File: src/rtl/uart_axi_streamer_pkg.sv
// rtl/uart_axi_streamer_pkg.sv - register offsets, response codes and FSM types for the uart streamer
package uart_axi_pkg;

  localparam logic [7:0] OFS_DIV    = 8'h00;
  localparam logic [7:0] OFS_TXDATA = 8'h10;
  localparam logic [7:0] OFS_STATUS = 8'h14;
  localparam logic [7:0] OFS_MODE   = 8'h1C;

  localparam int         STATUS_TXFULL_BIT = 1;
  localparam logic [1:0] AXI_RESP_OKAY     = 2'b00;

  typedef enum logic [2:0] {
    S_IDLE,
    S_WR_ADDR,
    S_WR_DATA,
    S_WR_RESP,
    S_RD_ADDR,
    S_RD_RESP
  } state_t;

  typedef enum logic [1:0] {
    K_CFG_DIV,
    K_CFG_MODE,
    K_TX
  } kind_t;

endpackage

File: src/rtl/uart_axi_streamer_if.sv
// rtl/uart_axi_streamer_if.sv - AXI4 bus between the streamer (master) and the uart register slave
interface uart_axi_streamer_if #(
  parameter int ALEN  = 32,
  parameter int XLEN  = 32,
  parameter int IDLEN = 5
);
  logic             aw_valid, aw_ready;
  logic [IDLEN-1:0] aw_id;
  logic [ALEN-1:0]  aw_addr;
  logic [7:0]       aw_len;
  logic [2:0]       aw_size;
  logic [1:0]       aw_burst;
  logic [2:0]       aw_prot;

  logic              w_valid, w_ready;
  logic [XLEN-1:0]   w_data;
  logic [XLEN/8-1:0] w_strb;
  logic              w_last;

  logic             b_valid, b_ready;
  logic [IDLEN-1:0] b_id;
  logic [1:0]       b_resp;

  logic             ar_valid, ar_ready;
  logic [IDLEN-1:0] ar_id;
  logic [ALEN-1:0]  ar_addr;
  logic [7:0]       ar_len;
  logic [2:0]       ar_size;
  logic [1:0]       ar_burst;
  logic [2:0]       ar_prot;

  logic             r_valid, r_ready;
  logic [IDLEN-1:0] r_id;
  logic [XLEN-1:0]  r_data;
  logic [1:0]       r_resp;
  logic             r_last;

  modport master (
    output aw_valid, aw_id, aw_addr, aw_len, aw_size, aw_burst, aw_prot, input aw_ready,
    output w_valid, w_data, w_strb, w_last, input w_ready,
    input  b_valid, b_id, b_resp, output b_ready,
    output ar_valid, ar_id, ar_addr, ar_len, ar_size, ar_burst, ar_prot, input ar_ready,
    input  r_valid, r_id, r_data, r_resp, r_last, output r_ready
  );

  modport slave (
    input  aw_valid, aw_id, aw_addr, aw_len, aw_size, aw_burst, aw_prot, output aw_ready,
    input  w_valid, w_data, w_strb, w_last, output w_ready,
    output b_valid, b_id, b_resp, input b_ready,
    input  ar_valid, ar_id, ar_addr, ar_len, ar_size, ar_burst, ar_prot, output ar_ready,
    output r_valid, r_id, r_data, r_resp, r_last, input r_ready
  );
endinterface

File: src/rtl/uart_axi_streamer.sv
// rtl/uart_axi_streamer.sv - AXI4 master that configures a uart and streams bytes into its TX FIFO
module uart_axi_streamer
  import uart_axi_pkg::*;
#(
  parameter int              ALEN     = 32,
  parameter int              XLEN     = 32,
  parameter logic [ALEN-1:0] REGMAP   = 'h1_0000,
  parameter int              POLL_MAX = 1024
) (
  input  logic        clk,
  input  logic        rst_n,
  input  logic        cfg_start,
  input  logic [31:0] cfg_divider,
  input  logic [31:0] cfg_mode,
  input  logic [7:0]  s_data,
  input  logic        s_valid,
  output logic        s_ready,
  output logic        configured,
  output logic        busy,
  output logic        err,
  uart_axi_streamer_if.master bus
);
  localparam int PW = $clog2(POLL_MAX + 1);

  state_t          r_state, w_state_nxt;
  kind_t           r_kind;
  logic [ALEN-1:0] r_addr;
  logic [XLEN-1:0] r_data;
  logic [31:0]     r_mode;
  logic [7:0]      r_byte;
  logic [PW-1:0]   r_poll_cnt;
  logic            r_configured, r_err, r_aw_done, r_w_done;

  logic          w_accept, w_b_ok, w_r_ok, w_tx_full, w_poll_last;
  logic [PW-1:0] w_poll_inc;
  logic          w_unused;

  assign w_accept    = (r_state == S_IDLE) && !cfg_start && r_configured && !r_err && s_valid;
  assign w_b_ok      = (bus.b_resp == AXI_RESP_OKAY);
  assign w_r_ok      = (bus.r_resp == AXI_RESP_OKAY);
  assign w_tx_full   = bus.r_data[STATUS_TXFULL_BIT];
  assign w_poll_inc  = r_poll_cnt + PW'(1);
  assign w_poll_last = (w_poll_inc == PW'(POLL_MAX));
  assign w_unused    = ^{bus.b_id, bus.r_id, bus.r_last, bus.r_data};

  assign s_ready    = w_accept;
  assign busy       = (r_state != S_IDLE);
  assign configured = r_configured;
  assign err        = r_err;

  assign bus.aw_id    = '0;
  assign bus.aw_addr  = r_addr;
  assign bus.aw_len   = '0;
  assign bus.aw_size  = 3'($clog2(XLEN / 8));
  assign bus.aw_burst = 2'b01;
  assign bus.aw_prot  = '0;
  assign bus.w_data   = r_data;
  assign bus.w_strb   = '1;
  assign bus.w_last   = 1'b1;
  assign bus.ar_id    = '0;
  assign bus.ar_addr  = REGMAP + ALEN'(OFS_STATUS);
  assign bus.ar_len   = '0;
  assign bus.ar_size  = 3'($clog2(XLEN / 8));
  assign bus.ar_burst = 2'b01;
  assign bus.ar_prot  = '0;

  always_ff @(posedge clk or negedge rst_n) begin
    if (!rst_n) r_state <= S_IDLE;
    else        r_state <= w_state_nxt;
  end

  // Each write channel drops its valid once accepted; the phase ends when both are done.
  always_comb begin
    w_state_nxt  = r_state;
    bus.aw_valid = 1'b0;
    bus.w_valid  = 1'b0;
    bus.b_ready  = 1'b0;
    bus.ar_valid = 1'b0;
    bus.r_ready  = 1'b0;
    case (r_state)
      S_IDLE: begin
        if (cfg_start)     w_state_nxt = S_WR_ADDR;
        else if (w_accept) w_state_nxt = S_RD_ADDR;
      end
      S_WR_ADDR: begin
        bus.aw_valid = !r_aw_done;
        bus.w_valid  = !r_w_done;
        if ((r_aw_done || bus.aw_ready) && (r_w_done || bus.w_ready)) w_state_nxt = S_WR_RESP;
        else if (r_aw_done || bus.aw_ready)                           w_state_nxt = S_WR_DATA;
      end
      S_WR_DATA: begin
        bus.w_valid = 1'b1;
        if (bus.w_ready) w_state_nxt = S_WR_RESP;
      end
      S_WR_RESP: begin
        bus.b_ready = 1'b1;
        if (bus.b_valid) begin
          if (w_b_ok && (r_kind == K_CFG_DIV)) w_state_nxt = S_WR_ADDR;
          else                                 w_state_nxt = S_IDLE;
        end
      end
      S_RD_ADDR: begin
        bus.ar_valid = 1'b1;
        if (bus.ar_ready) w_state_nxt = S_RD_RESP;
      end
      S_RD_RESP: begin
        bus.r_ready = 1'b1;
        if (bus.r_valid) begin
          if (!w_r_ok)         w_state_nxt = S_IDLE;
          else if (!w_tx_full) w_state_nxt = S_WR_ADDR;
          else if (w_poll_last) w_state_nxt = S_IDLE;
          else                 w_state_nxt = S_RD_ADDR;
        end
      end
      default: w_state_nxt = S_IDLE;
    endcase
  end

  always_ff @(posedge clk or negedge rst_n) begin
    if (!rst_n) begin
      r_kind       <= K_CFG_DIV;
      r_addr       <= '0;
      r_data       <= '0;
      r_mode       <= '0;
      r_byte       <= '0;
      r_poll_cnt   <= '0;
      r_configured <= 1'b0;
      r_err        <= 1'b0;
      r_aw_done    <= 1'b0;
      r_w_done     <= 1'b0;
    end else begin
      case (r_state)
        S_IDLE: begin
          if (cfg_start) begin
            r_configured <= 1'b0;
            r_err        <= 1'b0;
            r_kind       <= K_CFG_DIV;
            r_addr       <= REGMAP + ALEN'(OFS_DIV);
            r_data       <= XLEN'(cfg_divider);
            r_mode       <= cfg_mode;
          end else if (w_accept) begin
            r_byte     <= s_data;
            r_poll_cnt <= '0;
          end
        end
        S_WR_ADDR: begin
          if (w_state_nxt == S_WR_ADDR) begin
            r_aw_done <= r_aw_done || bus.aw_ready;
            r_w_done  <= r_w_done || bus.w_ready;
          end else begin
            r_aw_done <= 1'b0;
            r_w_done  <= 1'b0;
          end
        end
        S_WR_RESP: begin
          if (bus.b_valid) begin
            if (!w_b_ok) begin
              r_err <= 1'b1;
            end else if (r_kind == K_CFG_DIV) begin
              r_kind <= K_CFG_MODE;
              r_addr <= REGMAP + ALEN'(OFS_MODE);
              r_data <= XLEN'(r_mode);
            end else if (r_kind == K_CFG_MODE) begin
              r_configured <= 1'b1;
            end
          end
        end
        S_RD_RESP: begin
          if (bus.r_valid) begin
            if (!w_r_ok) begin
              r_err <= 1'b1;
            end else if (!w_tx_full) begin
              r_kind <= K_TX;
              r_addr <= REGMAP + ALEN'(OFS_TXDATA);
              r_data <= XLEN'(r_byte);
            end else begin
              r_poll_cnt <= w_poll_inc;
              if (w_poll_last) r_err <= 1'b1;
            end
          end
        end
        default: ;
      endcase
    end
  end
endmodule

File: src/flat_wrapper.sv
// flat-port wrapper written by rule: the top's interface ports become plain ports
module uart_axi_streamer_flat import uart_axi_pkg::*;
#(
  parameter int              ALEN     = 32,
  parameter int              XLEN     = 32,
  parameter logic [ALEN-1:0] REGMAP   = 'h1_0000,
  parameter int              POLL_MAX = 1024
)
  (clk, rst_n, cfg_start, cfg_divider, cfg_mode, s_data, s_valid, s_ready, configured, busy, err, bus_aw_valid, bus_aw_id, bus_aw_addr, bus_aw_len, bus_aw_size, bus_aw_burst, bus_aw_prot, bus_aw_ready, bus_w_valid, bus_w_data, bus_w_strb, bus_w_last, bus_w_ready, bus_b_valid, bus_b_id, bus_b_resp, bus_b_ready, bus_ar_valid, bus_ar_id, bus_ar_addr, bus_ar_len, bus_ar_size, bus_ar_burst, bus_ar_prot, bus_ar_ready, bus_r_valid, bus_r_id, bus_r_data, bus_r_resp, bus_r_last, bus_r_ready);
  uart_axi_streamer_if #(.ALEN(ALEN), .XLEN(XLEN), .IDLEN(5)) bus_i ();
  input  logic clk;
  input  logic rst_n;
  input  logic cfg_start;
  input  logic [31:0] cfg_divider;
  input  logic [31:0] cfg_mode;
  input  logic [7:0] s_data;
  input  logic s_valid;
  output logic s_ready;
  output logic configured;
  output logic busy;
  output logic err;
  output wire logic [$bits(bus_i.aw_valid)-1:0] bus_aw_valid;
  output wire logic [$bits(bus_i.aw_id)-1:0] bus_aw_id;
  output wire logic [$bits(bus_i.aw_addr)-1:0] bus_aw_addr;
  output wire logic [$bits(bus_i.aw_len)-1:0] bus_aw_len;
  output wire logic [$bits(bus_i.aw_size)-1:0] bus_aw_size;
  output wire logic [$bits(bus_i.aw_burst)-1:0] bus_aw_burst;
  output wire logic [$bits(bus_i.aw_prot)-1:0] bus_aw_prot;
  input wire logic [$bits(bus_i.aw_ready)-1:0] bus_aw_ready;
  output wire logic [$bits(bus_i.w_valid)-1:0] bus_w_valid;
  output wire logic [$bits(bus_i.w_data)-1:0] bus_w_data;
  output wire logic [$bits(bus_i.w_strb)-1:0] bus_w_strb;
  output wire logic [$bits(bus_i.w_last)-1:0] bus_w_last;
  input wire logic [$bits(bus_i.w_ready)-1:0] bus_w_ready;
  input wire logic [$bits(bus_i.b_valid)-1:0] bus_b_valid;
  input wire logic [$bits(bus_i.b_id)-1:0] bus_b_id;
  input wire logic [$bits(bus_i.b_resp)-1:0] bus_b_resp;
  output wire logic [$bits(bus_i.b_ready)-1:0] bus_b_ready;
  output wire logic [$bits(bus_i.ar_valid)-1:0] bus_ar_valid;
  output wire logic [$bits(bus_i.ar_id)-1:0] bus_ar_id;
  output wire logic [$bits(bus_i.ar_addr)-1:0] bus_ar_addr;
  output wire logic [$bits(bus_i.ar_len)-1:0] bus_ar_len;
  output wire logic [$bits(bus_i.ar_size)-1:0] bus_ar_size;
  output wire logic [$bits(bus_i.ar_burst)-1:0] bus_ar_burst;
  output wire logic [$bits(bus_i.ar_prot)-1:0] bus_ar_prot;
  input wire logic [$bits(bus_i.ar_ready)-1:0] bus_ar_ready;
  input wire logic [$bits(bus_i.r_valid)-1:0] bus_r_valid;
  input wire logic [$bits(bus_i.r_id)-1:0] bus_r_id;
  input wire logic [$bits(bus_i.r_data)-1:0] bus_r_data;
  input wire logic [$bits(bus_i.r_resp)-1:0] bus_r_resp;
  input wire logic [$bits(bus_i.r_last)-1:0] bus_r_last;
  output wire logic [$bits(bus_i.r_ready)-1:0] bus_r_ready;
  assign bus_aw_valid = bus_i.aw_valid;
  assign bus_aw_id = bus_i.aw_id;
  assign bus_aw_addr = bus_i.aw_addr;
  assign bus_aw_len = bus_i.aw_len;
  assign bus_aw_size = bus_i.aw_size;
  assign bus_aw_burst = bus_i.aw_burst;
  assign bus_aw_prot = bus_i.aw_prot;
  assign bus_i.aw_ready = bus_aw_ready;
  assign bus_w_valid = bus_i.w_valid;
  assign bus_w_data = bus_i.w_data;
  assign bus_w_strb = bus_i.w_strb;
  assign bus_w_last = bus_i.w_last;
  assign bus_i.w_ready = bus_w_ready;
  assign bus_i.b_valid = bus_b_valid;
  assign bus_i.b_id = bus_b_id;
  assign bus_i.b_resp = bus_b_resp;
  assign bus_b_ready = bus_i.b_ready;
  assign bus_ar_valid = bus_i.ar_valid;
  assign bus_ar_id = bus_i.ar_id;
  assign bus_ar_addr = bus_i.ar_addr;
  assign bus_ar_len = bus_i.ar_len;
  assign bus_ar_size = bus_i.ar_size;
  assign bus_ar_burst = bus_i.ar_burst;
  assign bus_ar_prot = bus_i.ar_prot;
  assign bus_i.ar_ready = bus_ar_ready;
  assign bus_i.r_valid = bus_r_valid;
  assign bus_i.r_id = bus_r_id;
  assign bus_i.r_data = bus_r_data;
  assign bus_i.r_resp = bus_r_resp;
  assign bus_i.r_last = bus_r_last;
  assign bus_r_ready = bus_i.r_ready;
  uart_axi_streamer #(.ALEN(ALEN), .XLEN(XLEN), .REGMAP(REGMAP), .POLL_MAX(POLL_MAX)) u_core (.clk(clk), .rst_n(rst_n), .cfg_start(cfg_start), .cfg_divider(cfg_divider), .cfg_mode(cfg_mode), .s_data(s_data), .s_valid(s_valid), .s_ready(s_ready), .configured(configured), .busy(busy), .err(err), .bus(bus_i));
endmodule
File: config.mk
export PLATFORM = sky130hd
export DESIGN_NAME = uart_axi_streamer_flat
export DESIGN_NICKNAME = d
export VERILOG_FILES = /design/src/rtl/uart_axi_streamer_pkg.sv /design/src/rtl/uart_axi_streamer_if.sv /design/src/rtl/uart_axi_streamer.sv /design/src/flat_wrapper.sv
export SDC_FILE = /design/constraint.sdc
export NUM_CORES = 1
export LEC_CHECK = 0
export BUFFER_PORTS_ARGS = -buffer_cell sky130_fd_sc_hd__buf_4
export CAP_MARGIN = 5
export CORE_ASPECT_RATIO = 0.7
export CORE_MARGIN = 4
export CORE_UTILIZATION = 30
export CTS_BUF_LIST = sky130_fd_sc_hd__clkbuf_2 sky130_fd_sc_hd__clkbuf_4 sky130_fd_sc_hd__clkbuf_8
export DETAILED_ROUTE_END_ITERATION = 10
export HOLD_SLACK_MARGIN = 0.05
export SETUP_SLACK_MARGIN = 0.4
export SLEW_MARGIN = 10
export SYNTH_ARGS = -nofsm -noshare
export SYNTH_HDL_FRONTEND = slang
export SYNTH_SLANG_ARGS = --single-unit
File: constraint.sdc
create_clock -name clk -period 2.3 [get_ports clk]
set_input_delay 0.69 -clock clk [delete_from_list [all_inputs] [get_ports clk]]
set_output_delay 0.69 -clock clk [all_outputs]
set_load 0.1 [all_outputs]
## Word level (Yosys, flattened, before mapping)

Cells that the tools add are included.

- Bits of input ports: 128
- Logic and storage cells: 125
- Output and inout bits: 152
- Flip-flop bits (word level): 124

- Eq/ne operators: 23
- Bitwise operators: 1
- $add $sub $neg: 1
- Mux-type cells: 63
- Reductions and logical operators: 26

Operators by type and width:

| operator | count |
|---|---|
| 32-bit 2-to-1 mux | 14 |
| 32-bit one-hot mux with 3 select lines | 2 |
| 11-bit 2-to-1 mux | 5 |
| 3-bit 2-to-1 mux | 11 |
| 11-bit one-hot mux with 2 select lines | 1 |
| 1-bit 2-to-1 mux | 18 |
| 2-bit != test (second input constant) | 9 |
| 3-bit one-hot mux with 6 select lines | 1 |
| 2-bit 2-to-1 mux | 7 |
| 6-bit AND reduction | 2 |
| 11-bit by 1-bit adder with 11-bit output (second input constant) | 1 |
| 11-bit == test (second input constant) | 1 |
| 2-bit by 1-bit != test with 1-bit output (second input constant) | 4 |
| 8-bit AND reduction | 1 |
| 7-bit AND reduction | 1 |
| 3-bit by 1-bit == test with 1-bit output (second input constant) | 2 |
| 3-bit by 2-bit == test with 1-bit output (second input constant) | 2 |
| 3-bit == test (second input constant) | 2 |
| 1-bit logical AND | 6 |
| 2-bit zero test | 3 |
| 3-bit != test (second input constant) | 2 |
| 2-bit one-hot mux with 3 select lines | 1 |
| 3-bit nonzero test | 2 |
| 1-bit zero test | 4 |
| 9 further kinds | 12 |

## Logic depth before layout (Yosys ltp)

Gate-level depths: netlist of the first run.

- Depth after elaboration: 10
- Mapped depth: 7
- Mapped depth without buffers: 5

## Worst setup path before layout of the first run

No wires, ideal clock.

- Kind: reg2out
- Start: register u_core.r_state[2]
- End: output bus_ar_valid
- Setup slack: -1.245 ns
- Cell stages (with the launch flop): 5
- Buffers on the path: 2
- Arrival: 2.855 ns
- Path through: dfrtp_1 clkbuf_2 clkbuf_1 inv_1 nor3_1

- Longest elaborated chain between the ends: 2

RTL lines:

| element | line | RTL |
|---|---|---|
| start, declared | uart_axi_streamer.sv:25 | `state_t r_state, w_state_nxt;` |
| start signal, assigned | uart_axi_streamer.sv:69 | `else r_state <= w_state_nxt;` |
| 3-bit == test | uart_axi_streamer.sv:80 | `case (r_state)` |
| 1-bit 2-to-1 mux | uart_axi_streamer.sv:80 |  |
| end, declared | flat_wrapper.sv:39 | `output wire logic [$bits(bus_i.ar_valid)-1:0] bus_ar_valid;` |

No other way between the ends.

## Worst setup path after layout of the first run

- Start: register u_core.r_state[1]
- End: output s_ready

- Longest elaborated chain between the ends: 5

RTL lines:

| element | line | RTL |
|---|---|---|
| 3-bit zero test | uart_axi_streamer.sv:38 | `assign w_accept = (r_state == S_IDLE) && !cfg_start && r_configured && !r_err && s_valid;` |
| 1-bit logical AND (4 in series) | uart_axi_streamer.sv:38 |  |
| end, declared | flat_wrapper.sv:18 | `output logic s_ready;` |

No other way between the ends.

==> results of run 1 <==
## cells by family (layout without fill, tap and decap cells)
| logic type | count (synthesis) | count (layout) | share of synthesized area, % |
|---|---|---|---|
| compound gates | 89 | 89 | 13.51 |
| fa+ha+maj | 1 | 1 | 0.2404 |
| xor+xnor | 2 | 2 | 0.3367 |
| other cells | 2 | 107 | 0.1443 |
| flops | 94 | 94 | 45.20 |
| simple gates | 214 | 215 | 19.62 |
| buf+inv | 149 | 219 | 19.21 |
| mux | 9 | 9 | 1.731 |
## path summary, 6_finish.rpt
| kind | startpoint | to | slack [ps] |
|---|---|---|---|
| setup / recovery | u_core.r_state[1] | s_ready | 10 |
| hold / removal | rst_n | u_core.r_state[1] | 380 |
| max in group asynchronous | rst_n | u_core.r_poll_cnt[6] | 1520 |
| setup reg to reg | u_core.r_state[1] | u_core.bus.w_data[15] | 190 |
| min in group clk | u_core.r_mode[11] | u_core.r_mode[11] | 470 |
| hold reg to reg | u_core.r_mode[11] | u_core.r_mode[11] | 470 |
## registers in the layout (all words and copies together) (netlist names)
name / cells
u_core.configured: 1
u_core.bus.aw_addr: 2
u_core.r_byte: 8
u_core.r_poll_cnt: 11
u_core.r_state: 3
u_core.bus.w_data: 32
u_core.r_mode: 32
u_core.err: 1
u_core.r_kind: 2
u_core.r_w_done: 1
u_core.r_aw_done: 1
## critical path: cells and delay by family (launching register included)
family                 cells  cell delay, ps
buffers and inverters      2             240
flip-flops                 1             430
AND/OR/NAND/NOR            2             570
## power by group through the flow
stage / registers [uW] / logic (uW) / clock network (uW)
final: 2560 / 6250 / 1120
after floorplan: 4450 / 2670 / 0
after detailed placement: 2590 / 5630 / 0
after CTS: 2570 / 5920 / 1170
after global routing: 2650 / 6550 / 1240
after global placement: 2580 / 5590 / 0
## metrics by stage
stage	total power (uW)	hold slack, ps	area, um2	setup TNS, ps
after CTS	9653	377.8	6735	-47.84
after global routing	10440	393.2	7081	-221.0
after global placement	8175	449.4	6275	-136.5
after floorplan	7120	394.4	5743	0
after detailed placement	8221	454.3	6275	-216.4
final	9928	376.6	7081	0
## layout by cell type (no fill, tap or decap), types with 4 or more instances in the layout
master / n
clkbuf_8: 10
a22o_1: 10
a221o_1: 24
buf_6: 18
o21ai_0: 10
and2_1: 25
a31oi_1: 6
inv_8: 4
buf_4: 151
inv_1: 10
a21o_1: 5
conb_1: 107
nor2_1: 9
a21oi_2: 6
nand2_1: 128
o22ai_1: 4
mux2i_1: 9
a21oi_1: 9
dfrtp_2: 7
dfrtp_1: 87
nor3_1: 6
nand3_1: 5
buf_12: 15
## area by class of cell
| class | count | share of cell area [%] |
|---|---|---|
| inverters | 14 | 0.8835 |
| repair buffers | 189 | 24.46 |
| clock inverters | 6 | 0.8305 |
| clock buffers | 10 | 1.944 |
| multi-input cells | 423 | 34.56 |
| well taps | 225 | 3.976 |
| flip-flops and latches | 94 | 33.35 |
## repair_timing
item                                    4_1_cts  5_1_grt
gates resized for setup                      51       28
endpoints found under the setup margin       43       48
gates cloned                                  0        4
pin swaps                                     3       15
buffers inserted                              9       18
## per-layer routing
metal / vias to the layer above / GRT usage [%] / wire (um) / share of wire [%]
met1: 2013 / 19.65 / 6826 / 47
met4: 0 / 2.885 / 79 / 0.54
met3: 5 / 3.201 / 1027 / 7.0
li1: 2034 / - / - / -
met5: - / 0 / 0 / 0
met2: 129 / 21.79 / 6731 / 46
==> flow_metrics.py, run 1 <==
metrics = {
    "global_route": {
        "grt_pass1_vias": 4097,
        "grt_pass1_wl_um": 22000,
        "track_usage_pct": 13.87,
        "grt_antenna_before_repair": 0,
        "grt_overflow_total": 0,
        "grt_max_degree": 95,
    },
    "drt": {
        "drt_first_pass_iters": 4,
        "wl_per_cell_um": 15.26,
        "via_count": 4181,
        "detail_route.vias_per_cell": 4.351,
        "drt_iter0_drc": 259,
        "drt-total-wl_um": 14670,
        "drc": 0,
        "ant_nets": 0,
    },
    "critical_path": {
        "start_kind": "register",
        "cp_max_fo": 3,
        "critPathKind": "register to output port",
        "path_cells": "or3_4 > nand2b_4 > inv_4 > buf_12",
        "max_stage_delay_ps": 430,
        "slowest_stage": "dfrtp_1",
        "endpoint_kind": "output port",
        "r2r_cells": 9,
        "worst_ep_required_time_ps": 1610,
        "cp.arrival_ps": 1600,
    },
    "floorplan": {
        "initial_core_util_pct": 31.27,
        "ios": 280,
        "row_count": 39,
        "fp.dieArea_mm2": 0.01955,
        "core_mm2": 0.01664,
        "die_y_um": 118.2,
        "fp.dieW_um": 165.4,
    },
    "cts": {
        "clk_path_buf_depth": 2,
        "cts_buffers": 9,
        "cts_sinks": 94,
        "hold_buffers": 0,
        "htree_levels": 3,
        "clk_latency_ps": 360,
        "tritoncts": "yes",
        "cts_root_buf": "clkbuf_8",
        "clkSlewWorstSetupHoldPaths_ps": 100,
    },
    "power_and_ir_drop": {
        "seq_power_share_pct": 25.8,
        "power_switching_uw": 5435,
        "pwr-share-clk_pct": 11.2,
        "switching_share_pct": 54.75,
        "intPower_uw": 4493,
        "peakVddDrop_uv": 608.4,
        "power_frac_comb_pct": 63.0,
        "cellLeakagePower_uw": 0.003691,
        "power_density_mw_per_mm2": 1402,
    },
    "logic_synthesis": {
        "async_flop_share_pct": 100.0,
        "synthDistinctLibCells": 55,
        "ys_seq_elements": 94,
        "yosys_most_used_dff": "dfrtp_1",
        "yosysSeqAreaShare_pct": 45.20,
        "netlist.top_cell.by_area": "dfrtp_1",
        "netlist_top_cells_area": "dfrtp_1, buf_4, nand2_1",
        "synthTopCellsByCount": "nand2_1, buf_4, dfrtp_1, and2_1, a221o_1",
        "synth_edf_count": 0,
        "yosysTopAreaCellShare_pct": 45.20,
        "ys_warn_count": 0,
        "syn_area_per_cell_um2": 9.292,
        "synthMostInstantiatedCell": "nand2_1",
        "synthCells": 560,
        "synth.cell_area_mm2": 0.005204,
    },
    "timing": {
        "slew_headroom_pct": 65.83,
        "hold_violations": 0,
        "fin_crit_ps": 2286,
        "slew_violations": 0,
        "rsz0062_at_grt": "yes",
        "worst-slew-pin-transition_ps": 512.6,
        "worst_slack_ps": 14.01,
        "setup_viol": 0,
        "clock_skew_ps": 13.19,
        "fmax_ghz": 0.4374,
        "post-route-period-util_pct": 99.39,
    },
    "placement": {
        "dp_slack_ps": -125.7,
        "portBuffers": 130,
        "dp_cells": 914,
        "place_congestion": 0.8202,
        "place_hpwl_um": 9945,
    },
    "layout": {
        "stdcell_count": 961,
        "final_nets": 860,
        "diodes": 0,
        "final_util_pct": 42.55,
        "multi_input_area_mm2": 0.002447,
        "seq_area_mm2": 0.002361,
        "drive_gt1_share_pct": 34.51,
        "final.fill_count": 1724,
        "area_growth_pct": 36.07,
    },
    "status": {
        "outcome": "complete, no violations",
    },
    "job": {
        "max_cap_violations": 0,
    },
    "hold_path": {
        "worstHoldPathType": "input pin to async pin",
    },
}
No activity file was read; power rests on OpenSTA's default activity.
==> inputs of run 2 (changes only) <==
Settings changed: CORE_MARGIN 4 to default, RECOVER_POWER from default to 100, SETUP_SLACK_MARGIN 0.4 to default.
==> run 2 against run 1 <==
Sequential share of layout area rose by 2.8 points. Worst hold slack better by 94 ps. Clock-buffer cell count rose by 2. First-iteration DRC count up 4.6%. Register-to-register slack improved by 70 ps. Via count shrank 4.2%. Utilization down 3.4 points. Critical endpoint unchanged.
==> flow_metrics.py, run 2 (synthesis gave the netlist of run 1 again) <==
metrics = {
    "global_route": {
        "grt_pass1_vias": 3830,
        "grt_pass1_wl_um": 20760,
        "grt_overflow_total": 0,
        "track_usage_pct": 14.83,
        "grt_antenna_before_repair": 0,
        "grt_max_degree": 95,
    },
    "timing": {
        "rsz0062_at_grt": "yes",
        "clock_skew_ps": 9.323,
        "post-route-period-util_pct": 98.90,
        "hold_violations": 0,
        "fmax_ghz": 0.4396,
        "slew_violations": 0,
        "fin_worst_hold_slack_ps": 470.8,
        "slew_headroom_pct": 9.547,
        "worst-slew-pin-transition_ps": 1357,
        "setup_viol": 0,
        "worst_slack_ps": 25.39,
        "fin_crit_ps": 2275,
    },
    "job": {
        "max_cap_violations": 0,
    },
    "placement": {
        "place_hpwl_um": 9551,
        "dp_slack_ps": -264.6,
        "portBuffers": 130,
        "place_congestion": 0.8229,
    },
    "layout": {
        "drive_gt1_share_pct": 28.55,
        "final_common_cell": "buf_4",
        "final_util_pct": 39.15,
        "diodes": 0,
        "final.fill_count": 1709,
        "multi_input_area_mm2": 0.002325,
        "final_nets": 828,
        "area_growth_pct": 25.20,
        "seq_area_mm2": 0.002355,
        "most-common-layout-cells": "buf_4, nand2_1, conb_1, dfrtp_1, and2_1",
    },
    "critical_path": {
        "endpoint_kind": "output port",
        "cp_max_fo": 2,
        "worst_ep_required_time_ps": 1610,
        "start_kind": "register",
        "critPathKind": "register to output port",
        "rrSetupSlack_ps": 260,
        "cp.arrival_ps": 1580,
    },
    "cts": {
        "cts_buffers": 9,
        "tritoncts": "yes",
        "clkSlewWorstSetupHoldPaths_ps": 90,
        "clk_latency_ps": 370,
        "htree_levels": 3,
        "cts_sinks": 94,
        "cts_root_buf": "clkbuf_8",
        "hold_buffers": 0,
        "clk_path_buf_depth": 2,
    },
    "power_and_ir_drop": {
        "cellLeakagePower_uw": 0.003455,
        "finalPower_uw": 9421,
        "peakVddDrop_uv": 729.6,
        "power_density_mw_per_mm2": 1446,
    },
    "drt": {
        "drt_first_pass_iters": 4,
        "via_count": 4004,
        "drt-total-wl_um": 13230,
        "detail_route.vias_per_cell": 4.310,
        "drc": 0,
        "drt_iter0_drc": 271,
        "ant_nets": 0,
        "wl_per_cell_um": 14.24,
    },
    "floorplan": {
        "die_y_um": 112.2,
        "fp.dieW_um": 159.4,
        "ios": 280,
        "fp.dieArea_mm2": 0.01788,
        "core_mm2": 0.01664,
        "initial_core_util_pct": 31.27,
        "row_count": 39,
    },
    "status": {
        "outcome": "complete, no violations",
    },
    "hold_path": {
        "worstHoldPathType": "register to register",
    },
}
## run 2: changes by cell type in the layout (fill, tap and decap cells not counted), sizes merged
cell,before,now
buf,187,156
inv,18,15
clkbuf,12,14
and4,2,1
bufinv,0,1
clkinv,1,0
clkinvlp,1,2
## run 2: layer usage
layer	global-route usage [%]	up-vias	share of wire, %
li1	-	1967	-
met1	20.85	1906	48
met2	22.31	122	45
met3	3.659	9	6.2
met4	4.744	0	1.1
met5	0	-	0
## run 2: where the power goes
group / internal (uW) / leakage (uW) / switching, uW / total, uW
logic: 1400 / 0.00215 / 4290 / 5690
clock network: 562 / 0.000100 / 604 / 1170
registers: 2240 / 0.00120 / 328 / 2570
## run 2: what timing repair did
action | 4_1_cts | 5_1_grt
gates resized for setup | 19 | 7
buffers inserted | 0 | 3
endpoints found under the setup margin | 5 | 5
pin swaps | 0 | 2
## run 2: final cells by class
type | count | area share (%)
Sequential cell | 94 | 36.14
Multi-Input combinational cell | 422 | 35.68
Timing Repair Buffer | 158 | 19.84
Tap cell | 225 | 4.321
Clock buffer | 12 | 2.343
Inverter | 14 | 0.8450
Clock inverter | 4 | 0.8258
## run 2: worst paths after layout
check	startpoint	to	cells past startpoint
max	u_core.r_state[0]	s_ready	4
min	u_core.r_mode[28]	u_core.r_mode[28]	2
max reg2reg	u_core.r_state[0]	u_core.bus.w_data[23]	6
min reg2reg	u_core.r_mode[28]	u_core.r_mode[28]	2
max in group asynchronous	rst_n	u_core.err	2
min in group asynchronous	rst_n	u_core.bus.w_data[20]	2
## run 2: stage by stage
step	cells	instance area, um2	TNS (ps)
5_1_grt	929	6515	-63.54
6_report	929	6515	0
3_3_place_gp	910	6197	-715.7
4_1_cts	926	6474	-97.30
3_5_place_dp	910	6197	-1038
2_1_floorplan	665	5645	-63.32
## run 2: critical path, stage by stage (launching register included)
cell and delay [ps]:
dfrtp_1 390, or3_4 390, nand2b_4 180, inv_4 90
buf_12 170
